## config.mk

```make
export PLATFORM = sky130hd
export DESIGN_NAME = int_regwrite_port_arbiter
export DESIGN_NICKNAME = d
export VERILOG_FILES = /design/src/rtl/int_regwrite_port_arbiter_pkg.sv /design/src/rtl/int_regwrite_port_arbiter_req_buffer.sv /design/src/rtl/int_regwrite_port_arbiter.sv
export SDC_FILE = /design/constraint.sdc
export NUM_CORES = 1
export LEC_CHECK = 0
export CORE_AREA = 2 2 302 155
export DETAILED_ROUTE_END_ITERATION = 6
export DIE_AREA = 0 0 304 157
export PLACE_DENSITY_LB_ADDON = 0.12
export SKIP_LAST_GASP = 1
export SYNTH_ARGS = -nofsm -noshare
export SYNTH_HDL_FRONTEND = slang
export SYNTH_SLANG_ARGS = --single-unit
```

## constraint.sdc

```tcl
create_clock -name clk -period 11.9 [get_ports clk]
set_clock_uncertainty 0.05 [all_clocks]
set_input_delay 1.785 -clock clk [delete_from_list [all_inputs] [get_ports clk]]
set_output_delay 1.785 -clock clk [all_outputs]
set_load 0.01 [all_outputs]
```

## src/rtl/int_regwrite_port_arbiter_pkg.sv

```systemverilog
// Shared types, sizes and the circular flush-range test for the register-write port arbiter.
package int_regwrite_port_arbiter_pkg;

  localparam int unsigned NUM_REQ       = 3;
  localparam int unsigned NUM_PORT      = 2;
  localparam int unsigned QUEUE_DEPTH   = 2;
  localparam int unsigned REG_NUM_WIDTH = 7;
  localparam int unsigned DATA_WIDTH    = 33;
  localparam int unsigned AL_PTR_WIDTH  = 6;
  localparam int unsigned REQ_IDX_WIDTH = $clog2(NUM_REQ);
  localparam int unsigned CNT_WIDTH     = $clog2(QUEUE_DEPTH + 1);

  typedef struct packed {
    logic [REG_NUM_WIDTH-1:0] reg_num;
    logic [DATA_WIDTH-1:0]    data;
    logic [AL_PTR_WIDTH-1:0]  al_ptr;
  } write_req_entry_t;

  typedef logic [REQ_IDX_WIDTH-1:0] req_index_t;

  // Range is [head, tail) on the circular active list; head == tail means empty.
  function automatic logic in_flush_range(input logic [AL_PTR_WIDTH-1:0] ptr,
                                          input logic [AL_PTR_WIDTH-1:0] head,
                                          input logic [AL_PTR_WIDTH-1:0] tail);
    logic hit;
    if (head < tail) begin
      hit = (ptr >= head) && (ptr < tail);
    end else if (head > tail) begin
      hit = (ptr >= head) || (ptr < tail);
    end else begin
      hit = 1'b0;
    end
    return hit;
  endfunction

endpackage

```

## src/rtl/int_regwrite_port_arbiter_req_buffer.sv

```systemverilog
// Per-requester in-order buffer; flushed entries are compacted out so index 0 is always the head.
module regwrite_req_buffer
  import int_regwrite_port_arbiter_pkg::*;
(
  input  logic                    clk,
  input  logic                    rst,
  input  logic                    flush_valid,
  input  logic [AL_PTR_WIDTH-1:0] flush_head_ptr,
  input  logic [AL_PTR_WIDTH-1:0] flush_tail_ptr,
  input  logic                    push_valid,
  input  write_req_entry_t        push_entry,
  input  logic                    pop,
  output logic                    ready,
  output logic                    head_valid,
  output write_req_entry_t        head_entry
);

  write_req_entry_t     entries_q [QUEUE_DEPTH];
  write_req_entry_t     entries_d [QUEUE_DEPTH];
  logic [CNT_WIDTH-1:0] count_q;
  logic [CNT_WIDTH-1:0] count_d;
  logic                 keep;

  assign ready      = (count_q < CNT_WIDTH'(QUEUE_DEPTH));
  assign head_entry = entries_q[0];
  assign head_valid = (count_q != '0) &&
                      !(flush_valid && in_flush_range(entries_q[0].al_ptr, flush_head_ptr, flush_tail_ptr));

  // Survivors (not popped, not flushed) slide down in order, then the accepted push is appended.
  always_comb begin
    count_d = '0;
    keep    = 1'b0;
    for (int j = 0; j < int'(QUEUE_DEPTH); j++) entries_d[j] = '0;
    for (int i = 0; i < int'(QUEUE_DEPTH); i++) begin
      keep = (CNT_WIDTH'(i) < count_q) && !(pop && (i == 0)) &&
             !(flush_valid && in_flush_range(entries_q[i].al_ptr, flush_head_ptr, flush_tail_ptr));
      if (keep) begin
        for (int j = 0; j < int'(QUEUE_DEPTH); j++) begin
          if (CNT_WIDTH'(j) == count_d) entries_d[j] = entries_q[i];
        end
        count_d = count_d + CNT_WIDTH'(1);
      end
    end
    keep = push_valid && ready &&
           !(flush_valid && in_flush_range(push_entry.al_ptr, flush_head_ptr, flush_tail_ptr));
    if (keep) begin
      for (int j = 0; j < int'(QUEUE_DEPTH); j++) begin
        if (CNT_WIDTH'(j) == count_d) entries_d[j] = push_entry;
      end
      count_d = count_d + CNT_WIDTH'(1);
    end
  end

  always_ff @(posedge clk or posedge rst) begin
    if (rst) begin
      count_q <= '0;
      for (int j = 0; j < int'(QUEUE_DEPTH); j++) entries_q[j] <= '0;
    end else begin
      count_q   <= count_d;
      entries_q <= entries_d;
    end
  end

endmodule

```

## src/rtl/int_regwrite_port_arbiter.sv

```systemverilog
// Round-robin sharing of the integer register-file write ports among buffered producer pipelines.
module int_regwrite_port_arbiter
  import int_regwrite_port_arbiter_pkg::*;
(
  input  logic                              clk,
  input  logic                              rst,
  input  logic                              stall,
  input  logic                              flush_valid,
  input  logic [AL_PTR_WIDTH-1:0]           flush_head_ptr,
  input  logic [AL_PTR_WIDTH-1:0]           flush_tail_ptr,
  input  logic [NUM_REQ-1:0]                req_valid,
  output logic [NUM_REQ-1:0]                req_ready,
  input  logic [NUM_REQ*REG_NUM_WIDTH-1:0]  req_reg_num,
  input  logic [NUM_REQ*DATA_WIDTH-1:0]     req_data,
  input  logic [NUM_REQ*AL_PTR_WIDTH-1:0]   req_al_ptr,
  output logic [NUM_PORT-1:0]               wr_en,
  output logic [NUM_PORT*REG_NUM_WIDTH-1:0] wr_reg_num,
  output logic [NUM_PORT*DATA_WIDTH-1:0]    wr_data,
  output logic [NUM_PORT*AL_PTR_WIDTH-1:0]  wr_al_ptr,
  output logic [NUM_PORT*REQ_IDX_WIDTH-1:0] wr_src
);

  write_req_entry_t   head_entry [NUM_REQ];
  logic [NUM_REQ-1:0] head_valid;
  logic [NUM_REQ-1:0] grant;
  req_index_t         rr_ptr_q;
  req_index_t         rr_ptr_d;
  int                 idx;
  int                 n_grant;

  for (genvar g = 0; g < int'(NUM_REQ); g++) begin : g_buf
    write_req_entry_t push_entry;
    assign push_entry = {req_reg_num[g*REG_NUM_WIDTH +: REG_NUM_WIDTH],
                         req_data[g*DATA_WIDTH +: DATA_WIDTH],
                         req_al_ptr[g*AL_PTR_WIDTH +: AL_PTR_WIDTH]};

    regwrite_req_buffer u_buf (
      .clk            (clk),
      .rst            (rst),
      .flush_valid    (flush_valid),
      .flush_head_ptr (flush_head_ptr),
      .flush_tail_ptr (flush_tail_ptr),
      .push_valid     (req_valid[g]),
      .push_entry     (push_entry),
      .pop            (grant[g]),
      .ready          (req_ready[g]),
      .head_valid     (head_valid[g]),
      .head_entry     (head_entry[g])
    );
  end

  // Scan from rr_ptr, filling ports in order with the first eligible heads.
  always_comb begin
    grant      = '0;
    wr_en      = '0;
    wr_reg_num = '0;
    wr_data    = '0;
    wr_al_ptr  = '0;
    wr_src     = '0;
    rr_ptr_d   = rr_ptr_q;
    n_grant    = 0;
    idx        = 0;
    for (int k = 0; k < int'(NUM_REQ); k++) begin
      idx = (int'(rr_ptr_q) + k) % int'(NUM_REQ);
      if (!stall && head_valid[idx] && (n_grant < int'(NUM_PORT))) begin
        grant[idx] = 1'b1;
        for (int p = 0; p < int'(NUM_PORT); p++) begin
          if (p == n_grant) begin
            wr_en[p]                                      = 1'b1;
            wr_reg_num[p*REG_NUM_WIDTH +: REG_NUM_WIDTH]  = head_entry[idx].reg_num;
            wr_data[p*DATA_WIDTH +: DATA_WIDTH]           = head_entry[idx].data;
            wr_al_ptr[p*AL_PTR_WIDTH +: AL_PTR_WIDTH]     = head_entry[idx].al_ptr;
            wr_src[p*REQ_IDX_WIDTH +: REQ_IDX_WIDTH]      = req_index_t'(idx);
          end
        end
        n_grant  = n_grant + 1;
        rr_ptr_d = req_index_t'((idx + 1) % int'(NUM_REQ));
      end
    end
  end

  always_ff @(posedge clk or posedge rst) begin
    if (rst) rr_ptr_q <= '0;
    else     rr_ptr_q <= rr_ptr_d;
  end

endmodule

```

==> results.yml <==
logic_synthesis:
  ys_ff_latch: 284
  netlist_instances: 2604
  synth-edff-count: 0
  synth_seq_area_share_pct: 35.40
  synthArstFlopShare_pct: 100.0
  avgSynthCellArea_um2: 7.709
  post_synth_num_cell_types: 78
  syn_area_um2: 20070
  yosysWarnings: 0
  synth_nets: 2893
  synth_flop_cell: "dfrtp_1"
finish:
  final_util_pct: 53.72
  syn2layout_area_growth_pct: 19.89
  stdcell_count: 3359
  drive_above_1_share_pct: 6.418
  fillerInstances: 4221
  nets: 3024
  layout_common_cells: "nand2_1 (427), a21oi_1 (391), nor2_1 (362)"
  design_area_um2: 24070
  final_common_cell: "nand2_1"
min_path:
  hp-class: "reg2reg"
  worstHoldStart: "g_buf[0].u_buf.entries_q[45]$_DFF_PP0_"
  hold_path_end: "g_buf[0].u_buf.entries_q[45]$_DFF_PP0_"
  hold_depth: 1
place:
  dp_cells: 3302
  place_area_um2: 23080
  portBuffers: 257
  gp_congestion: 0.8985
  hpwl_um: 46330
  dp_slack_ns: 1.337
clock_network:
  clk_pin_slew_ns: 0.07
  cts_tree: "yes"
  cts_buffers: 29
  numClockSinks: 284
  worstSkewPairLatency_ns: 0.61
  root_buffer: "clkbuf_16"
  cts_resized: 0
  cts_hold_buffers: 0
  htreeDepth: 1
  cts_setup_buffers: 0
  cts_buffer_depth: 3
die:
  die_w_um: 304
  core_um2: 44800
  die_area_um2: 47730
  rows: 55
  start_util_pct: 44.81
  top_level_ports: 258
  dieHeight_um: 157
routing:
  drt_iter0_drc: 1715
  routed_wl_um: 69400
  via_per_inst: 5.817
  vias: 19540
  first_pass_iters: 5
  post-route-drc-count: 0
  wl_per_cell_um: 20.66
  ant_nets: 0
critical_path:
  worstPathRequired_ns: 12.32
  cpPeakStageDelay_ns: 0.77
  worstSetupPathType: "in2reg"
  crit_path_end_kind: "register"
  cp_common_cell: "ha_1"
  rr_endpoint: "rr_ptr_q[0]$_DFFE_PP0P_"
  cpLargestDelayFamily: "compound AO/OA/AOI/OAI gates"
  ff2ff_path_depth: 30
  path_buf_inv: 3
  path_max_fanout: 15
  startpoint: "flush_tail_ptr[4]"
  cpMaxStageDelayCell: "a311oi_4"
  crit_path_start_kind: "input pin"
  worstReg2RegStart: "rr_ptr_q[1]$_DFFE_PP0P_"
  regToRegSetupSlack_ns: 2.86
  crit_arrival_ns: 10.56
grt:
  overflow: 0
  grt_max_degree: 94
  grt-busiest-layer: "met2"
  grtUsageTotal_pct: 28.32
  antenna_found_initial: 3
  grt_pass1_wl_um: 106100
  grt_util_met1_pct: 40.90
  grt_use_met2_pct: 44.15
  gr-usage-met3_pct: 4.336
  grt_pass1_vias: 17950
sta:
  layout_setup_ws_ns: 1.759
  post-route-period-util_pct: 85.22
  rsz0062_at_grt: "no"
  tns_ns: 0
  setup_violations: 0
  maxSlewViolCount: 0
  tightest_slew_ns: 1.318
  relSlewSlack_pct: 12.13
  final-hold-violation-count: 0
  maxClockFrequency_mhz: 98.61
  fin_crit_ns: 10.14
power_and_ir_drop:
  peakVddDrop_v: 0.0002518
  power_leakage_nw: 10.45
  cellPowerDensity_nw_per_um2: 286.1
status:
  outcome: "finished clean"
run:
  drv_cap: 0
worst register-to-register path, delay by kind of cell, from the launching register on:
family	cells	cell delay, ns
AO/OA/AOI/OAI	10	2.29
AND/OR/NAND/NOR	5	2.06
adder cells (fa/ha/maj)	6	1.78
multiplexers	3	1.02
buffers and inverters	4	0.89
flip-flops	1	0.55
XOR/XNOR	2	0.29
layer usage:
layer / share of wire [%] / vias up
li1: - / 9381
met1: 46 / 9368
met2: 44 / 691
met3: 7.5 / 100
met4: 2.6 / 0
met5: 0 / -
metrics by stage:
stage / hold WS (ns) / total power, mW
6_report: 0.4661 / 6.885
3_3_place_gp: 0.4440 / 5.809
4_1_cts: 0.4681 / 6.861
2_1_floorplan: 0.4346 / 4.454
3_5_place_dp: 0.4530 / 5.875
5_1_grt: 0.4843 / 7.384
synthesized netlist by cell type, types with 19 or more instances:
cell type,instances,area (um2)
o22ai_1,57,356.6
o31ai_1,21,157.7
mux2_2,49,551.8
ha_1,132,1652
o21ai_0,245,1226
a22oi_1,28,210.2
nand2b_1,23,143.9
nor2_1,367,1378
a21oi_1,398,1992
clkbuf_1,176,660.6
o211ai_1,24,180.2
mux2i_1,99,991.0
a22o_1,19,166.4
nand2_1,428,1607
nor2b_1,21,131.4
inv_1,47,176.4
dfrtp_1,284,7107
power by group:
| group | internal [mW] | leakage [nW] | switching [mW] | total (mW) |
|---|---|---|---|---|
| sequential | 1.30 | 3.78 | 0.334 | 1.63 |
| clock | 0.529 | 0.480 | 0.435 | 0.965 |
| combinational | 1.58 | 6.19 | 2.71 | 4.29 |
worst max-delay path by stage:
stage	cells past startpoint	to	slack, ns
after CTS	33	rr_ptr_q[0]$_DFFE_PP0P_	1.95
after detailed placement	33	rr_ptr_q[0]$_DFFE_PP0P_	1.34
after global placement	33	rr_ptr_q[0]$_DFFE_PP0P_	1.56
after global routing	33	rr_ptr_q[0]$_DFFE_PP0P_	1.20
final	33	rr_ptr_q[0]$_DFFE_PP0P_	1.76
after floorplan	1	g_buf[0].u_buf.count_q[0]$_DFF_PP0_	2.23
layout make-up:
cell class | count | area [um2] | area share [%]
clock buffer | 39 | 813.3 | 3.379
clock inverter | 15 | 162.7 | 0.6759
multi-input combinational | 2074 | 12170 | 50.56
tap | 598 | 748.2 | 3.109
sequential | 284 | 7107 | 29.53
timing repair buffer | 296 | 2865 | 11.91
antenna | 3 | 7.507 | 0.03119
inverter | 50 | 195.2 | 0.8110
cell families (layout without fill, tap and decap cells):
group	after synthesis	after routing	share of synthesized area, %
other	0	3	0
xor gates and xnor gates	12	12	0.5236
muxes	148	148	7.685
and+or+nand+nor	899	899	18.13
AOI/OAI and AO/OA	883	883	25.32
DFF	284	284	35.40
adders and majority gates	132	132	8.227
buffers and inverters	246	400	4.712
flip-flops by register name (all words and copies together), names as in the netlist:
signal and cells:
g_buf.u_buf.entries_q 138, g_buf.u_buf.head_entry 138, g_buf.u_buf.count_q 6, rr_ptr_q 2
Note: power is estimated with default switching activity, not from simulation.
==> patch 1 (config.mk and constraints unchanged) <==
Reset style: synchronous (`rst`), changed in 2 clocked blocks.
--- a/src/rtl/int_regwrite_port_arbiter_req_buffer.sv
+++ b/src/rtl/int_regwrite_port_arbiter_req_buffer.sv
@@ -51,7 +51,7 @@
     end
   end
 
-  always_ff @(posedge clk or posedge rst) begin
+  always_ff @(posedge clk) begin
     if (rst) begin
       count_q <= '0;
       for (int j = 0; j < int'(QUEUE_DEPTH); j++) entries_q[j] <= '0;
--- a/src/rtl/int_regwrite_port_arbiter.sv
+++ b/src/rtl/int_regwrite_port_arbiter.sv
@@ -79,7 +79,7 @@
     end
   end
 
-  always_ff @(posedge clk or posedge rst) begin
+  always_ff @(posedge clk) begin
     if (rst) rr_ptr_q <= '0;
     else     rr_ptr_q <= rr_ptr_d;
   end
Check against the original RTL: not settled (the Yosys comparison gave no result); the edit may change what the design does.
==> patch 1 against the unedited design <==
Area after synthesis fell by 2.9%. Wire length rose by 3.7%. First-iteration DRC count rose by 22%. Final area fell by 3.7%. Cell count fell by 2.6%. Critical path depth rose by 1. Non-clock buffer count fell by 8. Worst hold slack got worse by 0.011 ns. Setup slack got worse by 0.28 ns. Sequential share of layout area fell by 5.0 points. Sequential cell count did not move. Critical path type unchanged. Largest cell class unchanged.
Power is not compared: it rests on default switching activity, and its combinational part moved more than twofold at a synthesized area within 25%.
==> patch 1: results (changes against the unedited design) <==
| Metric | Value |
|---|---|
| GR Util All Layers | 29.2% (was 28.3%) |
| Port Buf Inserts | 257 (unchanged) |
| Share of cells above drive strength 1 | 5.05% (was 6.42%) |
| Worst rel slew slack | 24.8% (was 12.1%) |
| Vias in the first global route | 18500 (was 17900) |
| DRT iter0 DRCs | 2097 (was 1715) |
| Hold Path Cell Cnt | 2 (was 1) |
| Worst Hold End | g_buf[1].u_buf.entries_q[11] (was g_buf[0].u_buf.entries_q[45]) |
| Routability Congestion | 0.925 (was 0.899) |
| R2R cell count | 36 (was 30) |
| Max Root-Sink Buffers | 3 (unchanged) |
| Register-to-register setup slack | 3.14 ns (was 2.86 ns) |
| Post-synthesis net count | 2860 (was 2893) |
| Layout fillers | 4330 (was 4221) |
| DP HPWL | 48000 um (was 46300 um) |
| Synth unique cells | 81 (was 78) |
| Critical path arrival | 10.79 ns (was 10.56 ns) |
| Placed cells | 3222 (was 3302) |
| CTS buffer count | 27 (was 29) |
| Sequential power | 1.19 mW |
| Place WS | 1.06 ns (was 1.34 ns) |
| Routed vias/inst | 6.16 (was 5.82) |
| Clk_lat worst skew | 0.58 ns (was 0.61 ns) |
| Hold slack final | 0.455 ns (was 0.466 ns) |
| Sequential cell area fraction in the yosys report | 29.2% (was 35.4%) |
| Ys async rst share | 0% (was 100%) |
| Net Switching | roughly 1.8 mW |
| Synth area leader | dfxtp_1 (was dfrtp_1) |
| Critical path peak fanout | 11 (was 15) |
| VDD IR-drop max | 0.143 mV |
| Cells after synthesis | 2571 (was 2604) |
| Worst Hold Launch | g_buf[1].u_buf.entries_q[11] (was g_buf[0].u_buf.entries_q[45]) |
| Worst path slowest cell | nor3_2 (was a311oi_4) |
| Largest net degree at the start of global routing | 148 (was 94) |
| Top cells by count, synth | nor2_1, dfxtp_1, nand2_1, a21oi_1, clkbuf_1 (was nand2_1, a21oi_1, nor2_1, dfrtp_1, o21ai_0) |
| Storage cell area | 0.00569 mm2 (was 0.00711 mm2) |
| First-pass GRT wire length | 110000 um (was 106000 um) |
| Post-route insts no fill | 3272 (was 3359) |
| Clk pwr | about 0.89 mW |
| Top post-synthesis cells by area | dfxtp_1, ha_1, nor2_1, mux2i_1, a21oi_1 (was dfrtp_1, a21oi_1, ha_1, nand2_1, nor2_1) |
| RR Startpoint | g_buf[0].u_buf.head_entry[0] (was rr_ptr_q[1]) |
| Yosys warnings | 0 (unchanged) |
| WL/cell | 22.0 um (was 20.7 um) |
| H-tree Lvls | 1 (unchanged) |
| RR Endpoint | rr_ptr_q[1] (was rr_ptr_q[0]) |
| Outcome | complete, no violations (unchanged) |
| CP delay by family, top | compound AO/OA/AOI/OAI gates (unchanged) |
| Area after DPL | 0.0223 mm2 (was 0.0231 mm2) |
| Initial antenna violation count | 2 (was 3) |
| Drt pass-1 iters | 6 (was 5) |
==> patch 1: cell types whose count changed in the layout (fill, tap and decap cells not counted), sizes merged, moves of 102 or more <==
cell	before	now
a211oi	4	145
a21oi	400	245
a32oi	1	110
and3	8	110
dfrtp	284	0
dfxtp	0	284
nand2	428	249
==> patch 1: cell type report <==
| class | instances | share of cell area, % |
|---|---|---|
| flip-flops and latches | 284 | 24.5 |
| diodes | 2 | 0.0216 |
| inverters | 54 | 0.874 |
| repair buffers | 288 | 12.1 |
| clock inverters | 6 | 0.318 |
| multi-input cells | 1998 | 55.4 |
| clock buffers | 42 | 3.46 |
| well taps | 598 | 3.23 |
==> patch 1: worst max-delay path by stage <==
stage / startpoint / endpoint / slack [ns] / cells past startpoint
2_1_floorplan: flush_tail_ptr[4] / rr_ptr_q[1] / 2.40 / 39
3_3_place_gp: flush_head_ptr[0] / rr_ptr_q[1] / 1.34 / 34
3_5_place_dp: flush_tail_ptr[3] / rr_ptr_q[1] / 1.06 / 34
4_1_cts: flush_head_ptr[0] / rr_ptr_q[1] / 1.65 / 34
5_1_grt: flush_head_ptr[0] / rr_ptr_q[1] / 0.87 / 34
6_report: flush_tail_ptr[3] / rr_ptr_q[1] / 1.48 / 34
==> patch 1: logic make-up (layout without fill, tap and decap cells) <==
group	count (synthesis)	count (layout)	synth area share (%)
AO/OA/AOI/OAI	874	874	30.1
AND/OR/NAND/NOR	841	841	18.8
buffers and inverters	289	390	5.73
flip-flops	284	284	29.2
multiplexers	140	140	7.20
adder cells (fa/ha/maj)	132	132	8.47
XOR/XNOR	11	11	0.533
other	0	2	0
==> patch 1: per-layer routing <==
metal	global-route usage [%]	part of all wire [%]
met3	3.69	7.1
met1	40.9	45
met5	0	0
met2	46.9	45
met4	9.41	3.2
==> patch 2 (config.mk and constraints unchanged) <==
Made on the original files. Change the package constant `QUEUE_DEPTH` from 2 to 1.
--- a/src/rtl/int_regwrite_port_arbiter_pkg.sv
+++ b/src/rtl/int_regwrite_port_arbiter_pkg.sv
@@ -3,7 +3,7 @@
 
   localparam int unsigned NUM_REQ       = 3;
   localparam int unsigned NUM_PORT      = 2;
-  localparam int unsigned QUEUE_DEPTH   = 2;
+  localparam int unsigned QUEUE_DEPTH   = 1;
   localparam int unsigned REG_NUM_WIDTH = 7;
   localparam int unsigned DATA_WIDTH    = 33;
   localparam int unsigned AL_PTR_WIDTH  = 6;
Function: not settled (the Yosys comparison gave no result); the edit may change what the design does.
==> patch 2 against the unedited design <==
Wire length down 25%. Synthesized cell count down 42%. Sequential cell count fell by 141. Final area decreased by 34%. First-iteration DRC count shrank 46%. Setup slack lost 0.52 ns. Power shrank 37%. Area after synthesis fell by 39%. Largest power group unchanged. Non-clock buffer count is 20 lower.
==> patch 2: results (changes against the unedited design) <==
| Metric | Value |
|---|---|
| Buffer count from post-CTS setup fixing | 0 (unchanged) |
| Met1 WL | 23500 um (was 32100 um) |
| DRT iter0 DRCs | 934 (was 1715) |
| DP HPWL | 32500 um (was 46300 um) |
| Max Root-Sink Buffers | 2 (was 3) |
| Top layer in use | met4 (unchanged) |
| Vias in the first global route | 12200 (was 17900) |
| Critical path arrival | 10.94 ns (was 10.56 ns) |
| Sequential cell area fraction in the yosys report | 29.2% (was 35.4%) |
| Outcome | complete, no violations (unchanged) |
| First-pass GRT wire length | 77900 um (was 106000 um) |
| Clk pin slew, worst setup/hold paths | 0.07 ns (about the same) |
| Share of cells above drive strength 1 | 5.71% (was 6.42%) |
| VDD IR-drop max | 0.188 mV (was 0.252 mV) |
| Drt pass-1 iters | 5 (unchanged) |
| Clock root cell | clkbuf_16 (unchanged) |
| Port Buf Inserts | 257 (unchanged) |
| Layout fillers | 4608 (was 4221) |
| DR vias | 12300 (was 19500) |
| Clk_lat worst skew | 0.45 ns (was 0.61 ns) |
| RR Endpoint | rr_ptr_q[1] (was rr_ptr_q[0]) |
| DRT Wirelength | 51800 um (was 69400 um) |
| Critical path startpoint | flush_tail_ptr[4] (unchanged) |
| Setup crit end kind | flop (unchanged) |
| CTS buffer count | 17 (was 29) |
| Met2 WL | 24800 um (was 30300 um) |
| Routability Congestion | 0.828 (was 0.899) |
| Ys async rst share | 100% (unchanged) |
| R2R cell count | 38 (was 30) |
| H-tree Lvls | 4 (was 1) |
| Top post-synthesis cells by area | dfrtp_1, mux2i_1, a22o_1, ha_1, o21ai_0 (was dfrtp_1, a21oi_1, ha_1, nand2_1, nor2_1) |
| Post-synthesis net count | 1748 (was 2893) |
| Count leader, synth | o21ai_0 (was nand2_1) |
| Initial antenna violation count | 4 (was 3) |
| Yosys warnings | 0 (unchanged) |
| Worst rel slew slack | 25.5% (was 12.1%) |
| Register-to-register setup slack | 2.80 ns (was 2.86 ns) |
| Ys flop type | dfrtp_1 (unchanged) |
| Post-cts repair resize count | 0 (unchanged) |
| Critical path peak fanout | 24 (was 15) |
| WL met3 | 2130 um (was 5220 um) |
| Largest net degree at the start of global routing | 86 (was 94) |
| Hold Crit Class | reg -> reg (unchanged) |
| Final nets | 1922 (was 3024) |
| Leakage power | 6.67 nW (was 10.5 nW) |
| GR Util All Layers | 21.5% (was 28.3%) |
| Max incr delay on CP | 0.47 ns (was 0.77 ns) |
| Top cells by count, synth | o21ai_0, nand2_1, dfrtp_1, a22o_1, mux2i_1 (was nand2_1, a21oi_1, nor2_1, dfrtp_1, o21ai_0) |
| Worst path slowest cell | or2_1 (was a311oi_4) |
| Synth unique cells | 78 (unchanged) |
## patch 2: cell count changes in the layout (fill, tap and decap cells not counted), moves of 45 or more
| cell | delta |
|---|---|
| mux2_2 | -45 |
| nor2_1 | -265 |
| nand2_1 | -242 |
| dfrtp_1 | -141 |
| a22o_1 | +119 |
| o21ai_0 | -50 |
| a21oi_1 | -278 |
## patch 2: cell families after synthesis
kind of cell | after synthesis | share of synthesized area [%]
compound gates | 552 | 29.6
xor+xnor | 7 | 0.500
fa+ha+maj | 93 | 9.48
buf+inv | 160 | 5.07
flops | 143 | 29.2
mux | 141 | 11.6
simple gates | 402 | 14.6
## patch 2: area by class of cell
type / instances / area, um2 / area share, %
multi-input cells: 1195 / 8180 / 51.2
flip-flops and latches: 143 / 3580 / 22.4
repair buffers: 276 / 2720 / 17.0
well taps: 598 / 748 / 4.69
clock buffers: 21 / 480 / 3.01
inverters: 39 / 151 / 0.948
clock inverters: 8 / 106 / 0.666
diodes: 4 / 10.0 / 0.0627
## patch 2: critical path: cells and delay by family
kind,cells,cell delay [ns]
AOI/OAI and AO/OA,15,3.28
and+or+nand+nor,11,2.22
adders and majority gates,6,1.69
buffers and inverters,6,1.41
muxes,1,0.19
xor gates and xnor gates,2,0.32
## patch 2: per-layer routing
metal	GRT usage (%)	up-vias
met5	0	-
met4	6.78	0
met2	36.5	339
met3	2.95	73
li1	-	5850
met1	28.3	6063
## patch 2: stage by stage
step           instance area (um2)  instances  setup slack [ns]
5_1_grt                      16000       2284             0.266
4_1_cts                      16000       2280              1.31
3_3_place_gp                 15400       2251              1.12
3_5_place_dp                 15400       2251             0.851
6_report                     16000       2284              1.24
2_1_floorplan                12300       1498              2.58
## patch 2: how the worst min path moves through the flow
| stage | start | end | slack [ns] | cells past startpoint |
|---|---|---|---|---|
| global placement | flop | flop | 0.48 | 1 |
| global route | flop | flop | 0.52 | 1 |
| finish | flop | flop | 0.50 | 1 |
| detailed placement | flop | flop | 0.48 | 1 |
| floorplan | flop | flop | 0.45 | 1 |
| CTS | flop | flop | 0.50 | 1 |
## patch 2: power by group
part | total, mW | internal [mW] | switching [mW]
combinational | 2.89 | 1.09 | 1.81
clock | 0.573 | 0.329 | 0.244
sequential | 0.851 | 0.647 | 0.204
